===== src/rtl/kf_frame_sequencer_pkg.sv =====
// Shared fixed-point defaults, latency contract and sequencer state encoding
// for the Kalman-filter frame sequencer.
package kf_frame_sequencer_pkg;

    localparam int FXP_N      = 32;
    localparam int FXP_FRAC   = 16;
    localparam int KF_LAT     = 36;
    localparam int KF_TIMEOUT = 64;

    typedef enum logic [1:0] {
        ST_IDLE  = 2'd0,
        ST_ISSUE = 2'd1,
        ST_WAIT  = 2'd2,
        ST_OUT   = 2'd3
    } seq_state_t;

endpackage


===== src/rtl/kf_lat_watchdog.sv =====
// Counts cycles spent waiting on the core; flags the contracted done slot
// (LAT-1) and the abort slot (TIMEOUT-1).
module kf_lat_watchdog
    import kf_frame_sequencer_pkg::*;
#(
    parameter int LAT     = KF_LAT,
    parameter int TIMEOUT = KF_TIMEOUT,
    parameter int CNT_W   = $clog2(TIMEOUT)
) (
    input  logic clk,
    input  logic rst_n,
    input  logic clear,
    input  logic enable,
    output logic on_time,
    output logic timeout
);

    logic [CNT_W-1:0] cnt;

    // The sequencer leaves WAIT at TIMEOUT-1 at the latest, so cnt never wraps.
    always_ff @(posedge clk or negedge rst_n) begin
        if (!rst_n)
            cnt <= '0;
        else if (clear)
            cnt <= '0;
        else if (enable)
            cnt <= cnt + CNT_W'(1);
    end

    assign on_time = (cnt == CNT_W'(LAT - 1));
    assign timeout = (cnt == CNT_W'(TIMEOUT - 1));

endmodule


===== src/rtl/kf_frame_sequencer.sv =====
// Initiator for the Kalman core start/done handshake: one kf_start per accepted
// frame, posterior fed back as next x_prev, latency contract policed.
module kf_frame_sequencer
    import kf_frame_sequencer_pkg::*;
#(
    parameter int N       = FXP_N,
    parameter int FRAC    = FXP_FRAC,
    parameter int LAT     = KF_LAT,
    parameter int TIMEOUT = KF_TIMEOUT
) (
    input  logic                clk,
    input  logic                rst_n,
    input  logic                init,
    input  logic signed [N-1:0] x00_init,
    input  logic signed [N-1:0] x10_init,
    input  logic                meas_valid,
    output logic                meas_ready,
    input  logic signed [N-1:0] z00_in,
    input  logic signed [N-1:0] z10_in,
    input  logic signed [N-1:0] u00_in,
    input  logic signed [N-1:0] u10_in,
    output logic                kf_start,
    output logic signed [N-1:0] kf_x00_prev,
    output logic signed [N-1:0] kf_x10_prev,
    output logic signed [N-1:0] kf_z00,
    output logic signed [N-1:0] kf_z10,
    output logic signed [N-1:0] kf_u00,
    output logic signed [N-1:0] kf_u10,
    input  logic                kf_done,
    input  logic signed [N-1:0] kf_X00_post,
    input  logic signed [N-1:0] kf_X10_post,
    output logic                est_valid,
    output logic signed [N-1:0] est_x00,
    output logic signed [N-1:0] est_x10,
    output logic                busy,
    output logic [15:0]         frame_cnt,
    output logic                err_timeout,
    output logic                err_latency,
    input  logic                clr_err
);

    // A misconfigured instance never accepts a frame, so the fault is visible at the first handshake.
    localparam logic CFG_OK = (FRAC < N) && (TIMEOUT > LAT) && (LAT > 0);

    seq_state_t state;
    logic       ready_en;
    logic       wd_on_time;
    logic       wd_timeout;
    logic       lat_err_set;
    logic       timeout_set;

    kf_lat_watchdog #(
        .LAT     (LAT),
        .TIMEOUT (TIMEOUT)
    ) u_watchdog (
        .clk     (clk),
        .rst_n   (rst_n),
        .clear   (state == ST_ISSUE),
        .enable  (state == ST_WAIT),
        .on_time (wd_on_time),
        .timeout (wd_timeout)
    );

    assign meas_ready  = ready_en && CFG_OK && (state == ST_IDLE) && !init;
    assign busy        = (state != ST_IDLE);
    // A done pulse is only legal in WAIT at the contracted slot.
    assign lat_err_set = kf_done && ((state != ST_WAIT) || !wd_on_time);
    assign timeout_set = (state == ST_WAIT) && wd_timeout && !kf_done;

    always_ff @(posedge clk or negedge rst_n) begin
        if (!rst_n) begin
            state       <= ST_IDLE;
            ready_en    <= 1'b0;
            kf_start    <= 1'b0;
            est_valid   <= 1'b0;
            kf_x00_prev <= '0;
            kf_x10_prev <= '0;
            kf_z00      <= '0;
            kf_z10      <= '0;
            kf_u00      <= '0;
            kf_u10      <= '0;
            est_x00     <= '0;
            est_x10     <= '0;
            frame_cnt   <= '0;
            err_timeout <= 1'b0;
            err_latency <= 1'b0;
        end else begin
            ready_en  <= 1'b1;
            kf_start  <= 1'b0;
            est_valid <= 1'b0;

            if (lat_err_set)
                err_latency <= 1'b1;
            else if (clr_err)
                err_latency <= 1'b0;

            if (timeout_set)
                err_timeout <= 1'b1;
            else if (clr_err)
                err_timeout <= 1'b0;

            case (state)
                ST_IDLE: begin
                    if (init) begin
                        kf_x00_prev <= x00_init;
                        kf_x10_prev <= x10_init;
                        est_x00     <= x00_init;
                        est_x10     <= x10_init;
                    end else if (meas_valid && meas_ready) begin
                        kf_z00   <= z00_in;
                        kf_z10   <= z10_in;
                        kf_u00   <= u00_in;
                        kf_u10   <= u10_in;
                        kf_start <= 1'b1;
                        state    <= ST_ISSUE;
                    end
                end
                ST_ISSUE: state <= ST_WAIT;
                ST_WAIT: begin
                    if (kf_done) begin
                        kf_x00_prev <= kf_X00_post;
                        kf_x10_prev <= kf_X10_post;
                        est_x00     <= kf_X00_post;
                        est_x10     <= kf_X10_post;
                        frame_cnt   <= frame_cnt + 16'd1;
                        est_valid   <= 1'b1;
                        state       <= ST_OUT;
                    end else if (wd_timeout) begin
                        state <= ST_IDLE;
                    end
                end
                ST_OUT: state <= ST_IDLE;
                default: state <= ST_IDLE;
            endcase
        end
    end

endmodule

===== config.mk =====
export PLATFORM = sky130hd
export DESIGN_NAME = kf_frame_sequencer
export DESIGN_NICKNAME = d
export VERILOG_FILES = /design/src/rtl/kf_frame_sequencer_pkg.sv /design/src/rtl/kf_lat_watchdog.sv /design/src/rtl/kf_frame_sequencer.sv
export SDC_FILE = /design/constraint.sdc
export NUM_CORES = 1
export LEC_CHECK = 0
export ABC_AREA = 1
export BUFFER_PORTS_ARGS = -buffer_cell sky130_fd_sc_hd__buf_2
export CORE_AREA = 2 2 209 211
export DETAILED_ROUTE_END_ITERATION = 10
export DIE_AREA = 0 0 211 213
export GPL_TIMING_DRIVEN = 1
export PLACE_DENSITY = 0.48
export SYNTH_ARGS = -nofsm -noshare
export SYNTH_HDL_FRONTEND = slang
export SYNTH_SLANG_ARGS = --single-unit

===== constraint.sdc =====
create_clock -name clk -period 4.1 [get_ports clk]
set_clock_uncertainty 0.05 [all_clocks]
set_input_delay 0.41 -clock clk [delete_from_list [all_inputs] [get_ports clk]]
set_output_delay 0.41 -clock clk [all_outputs]
set_load 0.01 [all_outputs]

==> results.py, run 1 <==
metrics = {
    "sta": {
        "slew_headroom_pct": 47.2,
        "rsz0062_at_grt": "no",
        "fmax_mhz": 359,
        "min_period_over_period_pct": 67.9,
        "fin_crit_ns": 2.78,
        "setup_violations": 0,
        "drv_slew": 0,
        "setup_slack_ns": 1.32,
        "hold_viol": 0,
        "worst_pin_slew_ns": 0.792,
        "tns_ns": 0,
    },
    "grt": {
        "grt_max_degree": 129,
        "grt-ovfl-total": 0,
        "first_global_vias": 9285,
        "grt_antenna_before_repair": 10,
        "grtUsageTotal_pct": 15.4,
        "grt_pass1_wl_um": 53700,
    },
    "setup_path": {
        "reg2reg_slack_ns": 1.32,
        "start_kind": "register",
        "criticalPathCategory": "register to register",
        "arrival_ns": 3.22,
        "worstPathRequired_ns": 4.54,
        "crit_fanout": 73,
        "setup.worst_path.end_class": "register",
    },
    "floorplanning": {
        "dieArea_um2": 44900,
        "die_y_um": 213,
        "rows": 76,
        "fp.coreArea_um2": 42700,
        "num_io_pins": 540,
        "start_util_pct": 23.2,
        "die_w_um": 211,
    },
    "yosys": {
        "synth.ff_latch_count": 221,
        "yosysSeqAreaShare_pct": 55.9,
        "synthArstFlopShare_pct": 100,
        "ys_types": 29,
        "yosys.area.top_type": "dfrtp_1",
        "ys_top_cells_by_area": "dfrtp_1 56%, nand2_1 19%, buf_4 5.3%, o21a_1 4.9%, o21ai_1 2.1%",
        "netlist_top_cells_count": "489 x nand2_1, 221 x dfrtp_1, 70 x buf_4",
        "synth_edf_count": 0,
        "yosysTopAreaCellShare_pct": 55.9,
        "syn_area_um2": 9890,
        "dominantRegCellSynth": "dfrtp_1",
        "syn_inst": 1124,
        "avgSynthCellArea_um2": 8.80,
        "synth.most_common_cell": "nand2_1",
        "yosys_warnings": 0,
        "synthesis.nets": 1392,
    },
    "pwr": {
        "ir_worst_vdd_mv": 0.332,
        "power_w": 0.0109,
        "clkPwrFrac_pct": 25.4,
        "p_sw_share_pct": 38.2,
        "power_leakage_nw": 7.75,
        "p_int_w": 0.00675,
        "p_comb_share_pct": 39.9,
        "seqPwrFrac_pct": 34.7,
        "p_switching_w": 0.00418,
        "power.density_nw_per_um2": 732,
    },
    "cells_and_area": {
        "fill_cells": 4428,
        "seqCellArea_um2": 5530,
        "final_util_pct": 35.0,
        "fin_area_um2": 14900,
        "multi_input_area_um2": 3530,
        "area_delta_synth_final_pct": 51.1,
        "drive_above_1_share_pct": 35.8,
        "nets": 1971,
    },
    "clocking": {
        "cts_setup_buffers": 0,
        "cts.clk_slew.worst_paths_ns": 0.06,
        "clock_latency_ns": 0.54,
        "cts_resized": 0,
        "cts_buffers": 27,
        "htreeDepth": 1,
        "cts-root-buf": "clkbuf_16",
        "cts_tree": "built",
        "clock_path_buffers": 3,
        "numClockSinks": 221,
    },
    "hold_path": {
        "hold_path_class": "primary input to register",
    },
    "placed_design": {
        "dp_hpwl_um": 26100,
        "portBuffers": 539,
        "post-place-ws_ns": 1.25,
        "post_dp_cell_area_um2": 12600,
        "gp_congestion": 0.766,
    },
    "detailed_routing": {
        "vias": 9539,
        "post_drt_wl_per_cell_um": 15.9,
        "first_pass_iters": 5,
        "drt_iter0_drc": 317,
        "route.detailed.drc": 0,
        "viasPerCell": 4.19,
        "wl_um": 36200,
        "antenna_left": 0,
    },
    "flow_run": {
        "drv_cap": 0,
    },
    "outcome": {
        "status": "finished clean",
    },
}
==> timing repair <==
action,in CTS,in global routing
hold endpoints to repair,214,0
hold buffers,124,0
endpoints found under the setup margin,0,0
==> worst max-delay path, cell delays in order (launching register included) <==
cell and delay [ns]:
dfrtp_1 0.40, inv_1 0.14, ha_1 0.21, nand2_1 0.08, nor2_2 0.14, nand2_4 0.38
inv_4 0.68, buf_12 0.36, nand2_1 0.12, nand2_1 0.08
==> through the flow <==
step | cells | hold slack [ns]
3_3_place_gp | 2096 | 0.408
2_1_floorplan | 1124 | 0.0644
4_1_cts | 2270 | 0.00194
5_1_grt | 2275 | 0.0226
6_report | 2276 | 0.0339
3_5_place_dp | 2096 | 0.410
==> worst paths after layout <==
kind / end / startpoint / cells past startpoint
min in group asynchronous: est_x00[12] / rst_n / 2
hold reg to reg: kf_z00[9] / kf_z00[9] / 2
setup reg to reg: kf_u10[29] / state[1] / 9
max in group asynchronous: kf_u00[15] / rst_n / 3
setup / recovery: kf_u10[29] / state[1] / 9
hold / removal: kf_u00[14] / u00_in[14] / 3
==> placed cells by master, fill, tap and decap left out, types with 23 or more instances in the layout <==
master         instances
dlygate4sd3_1        124
dfrtp_1              221
or2_0                 23
or2_1                 32
o21a_1                64
buf_2                538
nand2_1              488
o21ai_1               42
clkbuf_16             27
o21ai_0               32
==> sequential cells by signal, summed over array words and instances, names as in the netlist <==
register        count
err_timeout         1
est_x00            32
est_valid           1
u_watchdog.cnt      6
kf_z10             32
state               2
ready_en            1
frame_cnt          16
kf_z00             32
kf_u10             32
kf_start            1
kf_u00             32
err_latency         1
est_x10            32
==> area by class of cell <==
| type | instances | share of cell area (%) |
|---|---|---|
| Clock inverter | 16 | 1.82 |
| Timing Repair Buffer | 671 | 27.1 |
| Multi-Input combinational cell | 760 | 23.6 |
| Sequential cell | 221 | 37.0 |
| Tap cell | 546 | 4.57 |
| Inverter | 22 | 0.570 |
| Antenna cell | 6 | 0.101 |
| Clock buffer | 34 | 5.17 |
==> power by group through the flow <==
stage | Combinational, W | Sequential (W) | Clock, W
2_1_floorplan | 0.00238 | 0.00416 | 0
3_3_place_gp | 0.00431 | 0.00380 | 0
3_5_place_dp | 0.00435 | 0.00380 | 0
4_1_cts | 0.00443 | 0.00380 | 0.00287
5_1_grt | 0.00487 | 0.00392 | 0.00296
6_report | 0.00436 | 0.00380 | 0.00278
==> per-layer routing <==
layer	up-vias	wire (um)	GRT usage, %
met5	-	13	0
met4	2	1290	6.05
met1	4457	14300	17.7
li1	4628	-	-
met2	380	17700	26.7
met3	72	2940	4.72
==> cell families after synthesis <==
group	share of synthesized area [%]
adder cells (fa/ha/maj)	0.759
buffers and inverters	8.53
AO/OA/AOI/OAI	8.96
flip-flops	55.9
XOR/XNOR	0.886
AND/OR/NAND/NOR	24.9
other	0.0379
(Power assumes the default switching activity.)
==> run 2: changes to the inputs <==
Clock period 4.1 ns to 2.8 ns, I/O delays scaled along.
==> run 2 against run 1 <==
  * Clock power is 37% higher
  * Register-to-register slack worse by 0.49 ns
  * Non-clock buffer count is 49 higher
  * Flip-flop and latch count unchanged
  * Utilization up 1.1 points
  * Worst hold slack worse by 0.0034 ns
  * Total power up 46%
  * Critical endpoint is now meas_ready
  * Largest cell class unchanged
  * Via count increased by 0.55%
==> results.py, run 2 (synthesis results as in run 1) <==
metrics = {
    "clocking": {
        "cts_buffers": 27,
        "cts.clk_slew.worst_paths_ns": 0.06,
        "numClockSinks": 221,
        "clock_latency_ns": 0.53,
        "cts_setup_buffers": 0,
        "htreeDepth": 1,
        "cts-root-buf": "clkbuf_16",
        "cts_tree": "built",
        "clock_path_buffers": 3,
    },
    "placed_design": {
        "portBuffers": 539,
        "gp_congestion": 0.788,
        "post_dp_cell_area_um2": 12900,
        "dp_hpwl_um": 26700,
        "post-place-ws_ns": 0.812,
    },
    "cells_and_area": {
        "fill_cells": 4420,
        "final_cell_mix": "538 x buf_2, 488 x nand2_1, 221 x dfrtp_1",
        "drive_above_1_share_pct": 35.4,
        "multi_input_area_um2": 3530,
        "fin_area_um2": 15400,
        "final_common_cell": "buf_2",
        "nets": 2020,
        "seqCellArea_um2": 5530,
        "area_delta_synth_final_pct": 55.8,
    },
    "sta": {
        "drv_slew": 0,
        "setup_slack_ns": 0.807,
        "fin_crit_ns": 1.99,
        "tns_ns": 0,
        "rsz0062_at_grt": "no",
        "hold_viol": 0,
        "slew_headroom_pct": 46.4,
        "min_period_over_period_pct": 71.2,
        "setup_violations": 0,
        "fmax_mhz": 502,
        "worst_pin_slew_ns": 0.804,
    },
    "pwr": {
        "power.density_nw_per_um2": 1040,
        "power_leakage_nw": 7.97,
        "ir_worst_vdd_mv": 0.453,
        "power_w": 0.0160,
    },
    "grt": {
        "grt_antenna_before_repair": 4,
        "grtUsageTotal_pct": 15.4,
        "grt_max_degree": 130,
        "grt_pass1_wl_um": 54000,
        "grt-ovfl-total": 0,
        "first_global_vias": 9590,
    },
    "setup_path": {
        "r2r_start": "state[1]",
        "start_kind": "register",
        "criticalPathCategory": "register to primary output",
        "worst_r2r_path_depth": 9,
        "setup.worst_path.end_class": "primary output",
        "worstPathRequired_ns": 2.47,
        "crit_fanout": 5,
        "arrival_ns": 1.66,
        "reg2reg_slack_ns": 0.83,
        "timing.rr.end": "est_x10[24]",
    },
    "floorplanning": {
        "rows": 76,
        "die_y_um": 213,
        "num_io_pins": 540,
        "dieArea_um2": 44900,
        "fp.coreArea_um2": 42700,
        "die_w_um": 211,
        "start_util_pct": 23.2,
    },
    "hold_path": {
        "hold_path_class": "primary input to register",
        "hold_path_depth": 4,
        "holdPathEnd": "est_x00[24]",
        "hold_start": "x00_init[24]",
    },
    "detailed_routing": {
        "first_pass_iters": 4,
        "viasPerCell": 4.14,
        "vias": 9591,
        "drt_iter0_drc": 316,
        "post_drt_wl_per_cell_um": 15.7,
        "antenna_left": 0,
        "wl_um": 36400,
        "route.detailed.drc": 0,
    },
    "outcome": {
        "status": "finished clean",
    },
    "flow_run": {
        "drv_cap": 0,
    },
}
run 2: changes by cell type in the layout (fill, tap and decap cells not counted), sizes merged:
cell / delta
diode: -4
dlygate4sd3: +33
clkinvlp: -2
inv: -2
bufinv: -2
clkbuf: +3
buf: +16
run 2: critical path: stages, from the launching register on:
cell and delay (ns):
dfrtp_1 0.40, inv_1 0.15, ha_1 0.21, nand2_1 0.07
nor2_2 0.14, buf_2 0.17
run 2: area by class of cell:
class	instances	area share [%]
repair buffers	720	29.9
clock buffers	37	5.08
multi-input cells	760	22.9
flip-flops and latches	221	35.9
clock inverters	10	1.16
inverters	22	0.552
diodes	2	0.0325
well taps	546	4.43
run 2: repair_timing:
item | CTS | global route
setup endpoints to repair | 0 | 0
hold buffers | 157 | 0
endpoints found under the hold margin | 218 | 0
gates resized for setup | 0 | 0
run 2: worst max-delay path by stage:
stage,to,start,slack (ns)
after global routing,est_x10[24],state[1],0.63
after CTS,meas_ready,state[1],0.77
after global placement,est_x00[25],state[1],0.85
final,meas_ready,state[1],0.81
after floorplan,kf_z10[21],state[1],1.17
after detailed placement,est_x00[20],state[1],0.81
run 2: layer usage:
layer	global-route usage, %	share of wire, %
met1	17.9	41
met4	3.76	2.0
met2	28.0	50
met3	4.04	7.2
met5	0	0
run 2: through the flow:
stage | util [%] | instances | hold WS, ns
floorplan | - | 1124 | -0.0656
global placement | 30.1 | 2112 | 0.252
detailed placement | 30.1 | 2112 | 0.248
CTS | 36.1 | 2316 | 0.000347
global route | 36.1 | 2316 | 0.00339
finish | 36.1 | 2318 | 0.0305
run 2: power by group:
| part | switching (W) | internal [W] | total [W] |
|---|---|---|---|
| logic | 0.00373 | 0.00291 | 0.00664 |
| clock network | 0.00140 | 0.00240 | 0.00380 |
| registers | 0.000970 | 0.00461 | 0.00558 |
==> run 3: changes to the inputs <==
Settings changed: ABC_AREA 1 to 0, CORE_AREA 2 2 209 211 to 2 2 212 214, DIE_AREA 0 0 211 213 to 0 0 214 216.
Clock period 2.8 ns to 1.8 ns, I/O delays scaled along.
==> run 3 against run 2 <==
  * The run now ends with setup timing left
  * Critical path depth up 3
  * First-iteration DRC count is 36% higher
  * Die area increased by 2.9%
  * Count of clock-buffer cells in the layout increased by 3
  * Worst setup slack got worse by 0.83 ns
  * Synthesized cell count is 34% lower
  * Final area grew 12%
  * Global-route usage down 1.5 points
  * Synthesized area is 2.8% lower
  * Register-to-register slack got worse by 0.86 ns
  * Total power is 70% higher
  * Critical endpoint is now kf_z10[6]
  * Largest cell class is now buffers
  * Highest routed layer unchanged
==> results.py, run 3 <==
metrics = {
    "detailed_routing": {
        "first_pass_iters": 4,
        "antenna_left": 0,
        "drt_iter0_drc": 429,
        "route.detailed.drc": 0,
        "viasPerCell": 4.07,
        "wl_um": 36100,
        "post_drt_wl_per_cell_um": 16.8,
        "vias": 8736,
    },
    "floorplanning": {
        "die_y_um": 216,
        "dieArea_um2": 46200,
        "die_w_um": 214,
        "fp.coreArea_um2": 43800,
        "start_util_pct": 21.9,
        "rows": 77,
        "num_io_pins": 540,
    },
    "grt": {
        "grtUsageTotal_pct": 13.9,
        "grt_antenna_before_repair": 0,
        "grt-ovfl-total": 0,
        "grt_pass1_wl_um": 51300,
        "grt_max_degree": 52,
        "first_global_vias": 9161,
    },
    "setup_path": {
        "cpMaxStageDelayCell": "dfrtp_1",
        "critical-path-top-delay-family": "buffers and inverters",
        "slowest_delay_ns": 0.38,
        "arrival_ns": 2.22,
        "crit_fanout": 5,
        "crit_top_cell": "buf_4",
        "crit_buf_inv": 5,
        "cp_cell_sequence": "inv_2, ha_4, inv_4, nor3_4, buf_4, bufbuf_16, buf_4, mux2_2",
        "setup.worst_path.end_class": "register",
        "criticalPathCategory": "register to register",
        "worstPathRequired_ns": 2.19,
        "start_kind": "register",
    },
    "yosys": {
        "yosys_warnings": 0,
        "synth_top_family_by_area": "multiplexers",
        "synthArstFlopShare_pct": 100,
        "avgSynthCellArea_um2": 13.0,
        "synth.ff_latch_count": 221,
        "synth_xor_area_share_pct": 1.55,
        "syn_inst": 739,
        "synthSimpleGateAreaFrac_pct": 5.12,
        "synth_edf_count": 0,
        "ys_top_cells_by_area": "dfrtp_1 58%, mux2_2 15%, mux2i_1 6.7%, buf_4 5.3%, a21oi_1 3.5%",
        "synth.most_common_cell": "dfrtp_1",
        "syn_area_um2": 9610,
        "netlist_top_cells_count": "221 x dfrtp_1, 131 x mux2_2, 68 x a21oi_1, 68 x buf_4, 68 x nor2_1",
        "dominantRegCellSynth": "dfrtp_1",
        "ys_types": 37,
        "synthesis.nets": 1007,
        "yosysSeqAreaShare_pct": 57.5,
        "yosysTopAreaCellShare_pct": 57.5,
        "synth_compound_area_share_pct": 4.39,
        "muxShareOfSynthArea_pct": 22.0,
        "yosys.area.top_type": "dfrtp_1",
        "synthAdderAreaFrac_pct": 0.781,
    },
    "pwr": {
        "power.density_nw_per_um2": 1570,
        "clkPwrFrac_pct": 20.0,
        "p_int_w": 0.0173,
        "power_w": 0.0272,
        "power_leakage_nw": 8.28,
        "p_sw_share_pct": 36.5,
        "seqPwrFrac_pct": 33.1,
        "p_comb_share_pct": 46.9,
        "p_switching_w": 0.00991,
        "ir_worst_vdd_mv": 0.822,
    },
    "clocking": {
        "cts.clk_slew.worst_paths_ns": 0.06,
        "htreeDepth": 1,
        "clock_latency_ns": 0.55,
        "cts-root-buf": "clkbuf_16",
        "numClockSinks": 221,
        "clock_path_buffers": 3,
        "cts_buffers": 27,
        "cts_tree": "built",
    },
    "sta": {
        "setup_slack_ns": -0.0270,
        "drv_slew": 0,
        "min_period_over_period_pct": 102,
        "fmax_mhz": 547,
        "rsz0062_at_grt": "yes",
        "fin_crit_ns": 1.83,
        "setup_violations": 64,
        "hold_viol": 0,
    },
    "placed_design": {
        "gp_congestion": 0.926,
        "dp_cells": 1816,
        "post_dp_cell_area_um2": 12800,
        "post-place-ws_ns": -0.0657,
        "dp_hpwl_um": 23500,
        "portBuffers": 539,
    },
    "cells_and_area": {
        "drive_above_1_share_pct": 53.0,
        "fin_area_um2": 17300,
        "final_cell_mix": "536 x buf_2, 255 x dlygate4sd3_1, 221 x dfrtp_1",
        "final_common_cell": "buf_2",
        "area_delta_synth_final_pct": 80.3,
        "nets": 1799,
        "layout.cells.non_filler": 2146,
    },
    "flow_run": {
        "drv_cap": 0,
    },
    "hold_path": {
        "hold_path_class": "primary input to register",
    },
    "outcome": {
        "status": "complete, but fails checks",
        "violations": "setup timing",
    },
}
run 3: cell count changes in the layout (fill, tap and decap cells not counted), moves of 54 or more:
cell,change
mux2_4,+95
mux2i_1,+64
nand2_1,-475
o21a_1,-64
dlygate4sd3_1,+98
a21oi_1,+54
run 3: power groups by stage:
stage                     sequential (W)  combinational [W]  clock (W)
after floorplan                  0.00966            0.00562          0
after global placement           0.00887             0.0104          0
after detailed placement         0.00892             0.0106          0
after CTS                        0.00886             0.0112    0.00564
after global routing             0.00924             0.0137    0.00582
final                            0.00900             0.0128    0.00543
run 3: kinds of logic (layout without fill, tap and decap cells):
logic type                 after synthesis  in the layout
and+or+nand+nor                        108            108
AOI/OAI and AO/OA                       79             79
buffers and inverters                  112            925
muxes                                  195            195
adders and majority gates                6              6
xor gates and xnor gates                17             17
other                                    1              3
DFF                                    221            221
run 3: through the flow:
stage                     utilization [%]  setup TNS, ns  hold WS [ns]
after floorplan                         -              0        -0.166
after global routing                 39.5         -12.33        0.0457
after global placement               29.3          -3.54        0.0956
after detailed placement             29.3          -3.96         0.100
final                                39.5         -0.718        0.0517
after CTS                            37.5         -0.371        0.0237
run 3: final timing paths:
kind / start / to / slack (ns) / depth (start not counted)
max: state[0] / kf_z10[6] / -0.03 / 8
min: x00_init[18] / est_x00[18] / 0.05 / 4
max reg2reg: state[0] / kf_z10[6] / -0.03 / 8
min reg2reg: frame_cnt[15] / frame_cnt[15] / 0.44 / 1
max in group asynchronous: rst_n / kf_u00[17] / 0.96 / 3
min in group asynchronous: rst_n / est_x10[14] / 0.13 / 2
run 3: final cells by class:
cell class	count	area, um^2
diodes	2	5.00
flip-flops and latches	221	5530
repair buffers	865	6370
clock buffers	40	815
well taps	592	741
multi-input cells	406	3740
clock inverters	10	83.8
inverters	10	42.5
fillers	4145	26500
run 3: repair_timing:
item                       CTS  global route
hold buffers               255             0
hold endpoints to repair   413             0
setup buffers                3             5
pin swaps                    1             5
setup endpoints to repair  136           195
gates cloned                 1            14
gates resized for setup     18           146
run 3: routing by layer:
layer | global-route usage, % | up-vias | wire length (um)
li1 | - | 4070 | -
met1 | 16.4 | 4301 | 14600
met2 | 24.8 | 300 | 18200
met3 | 2.71 | 65 | 2070
met4 | 5.34 | 0 | 1230
met5 | 0 | - | 0
run 3: worst register-to-register path: stages (launching register included):
cell	delay, ns
dfrtp_1	0.38
inv_2	0.09
ha_4	0.15
inv_4	0.04
nor3_4	0.13
buf_4	0.14
bufbuf_16	0.26
buf_4	0.13
mux2_2	0.34
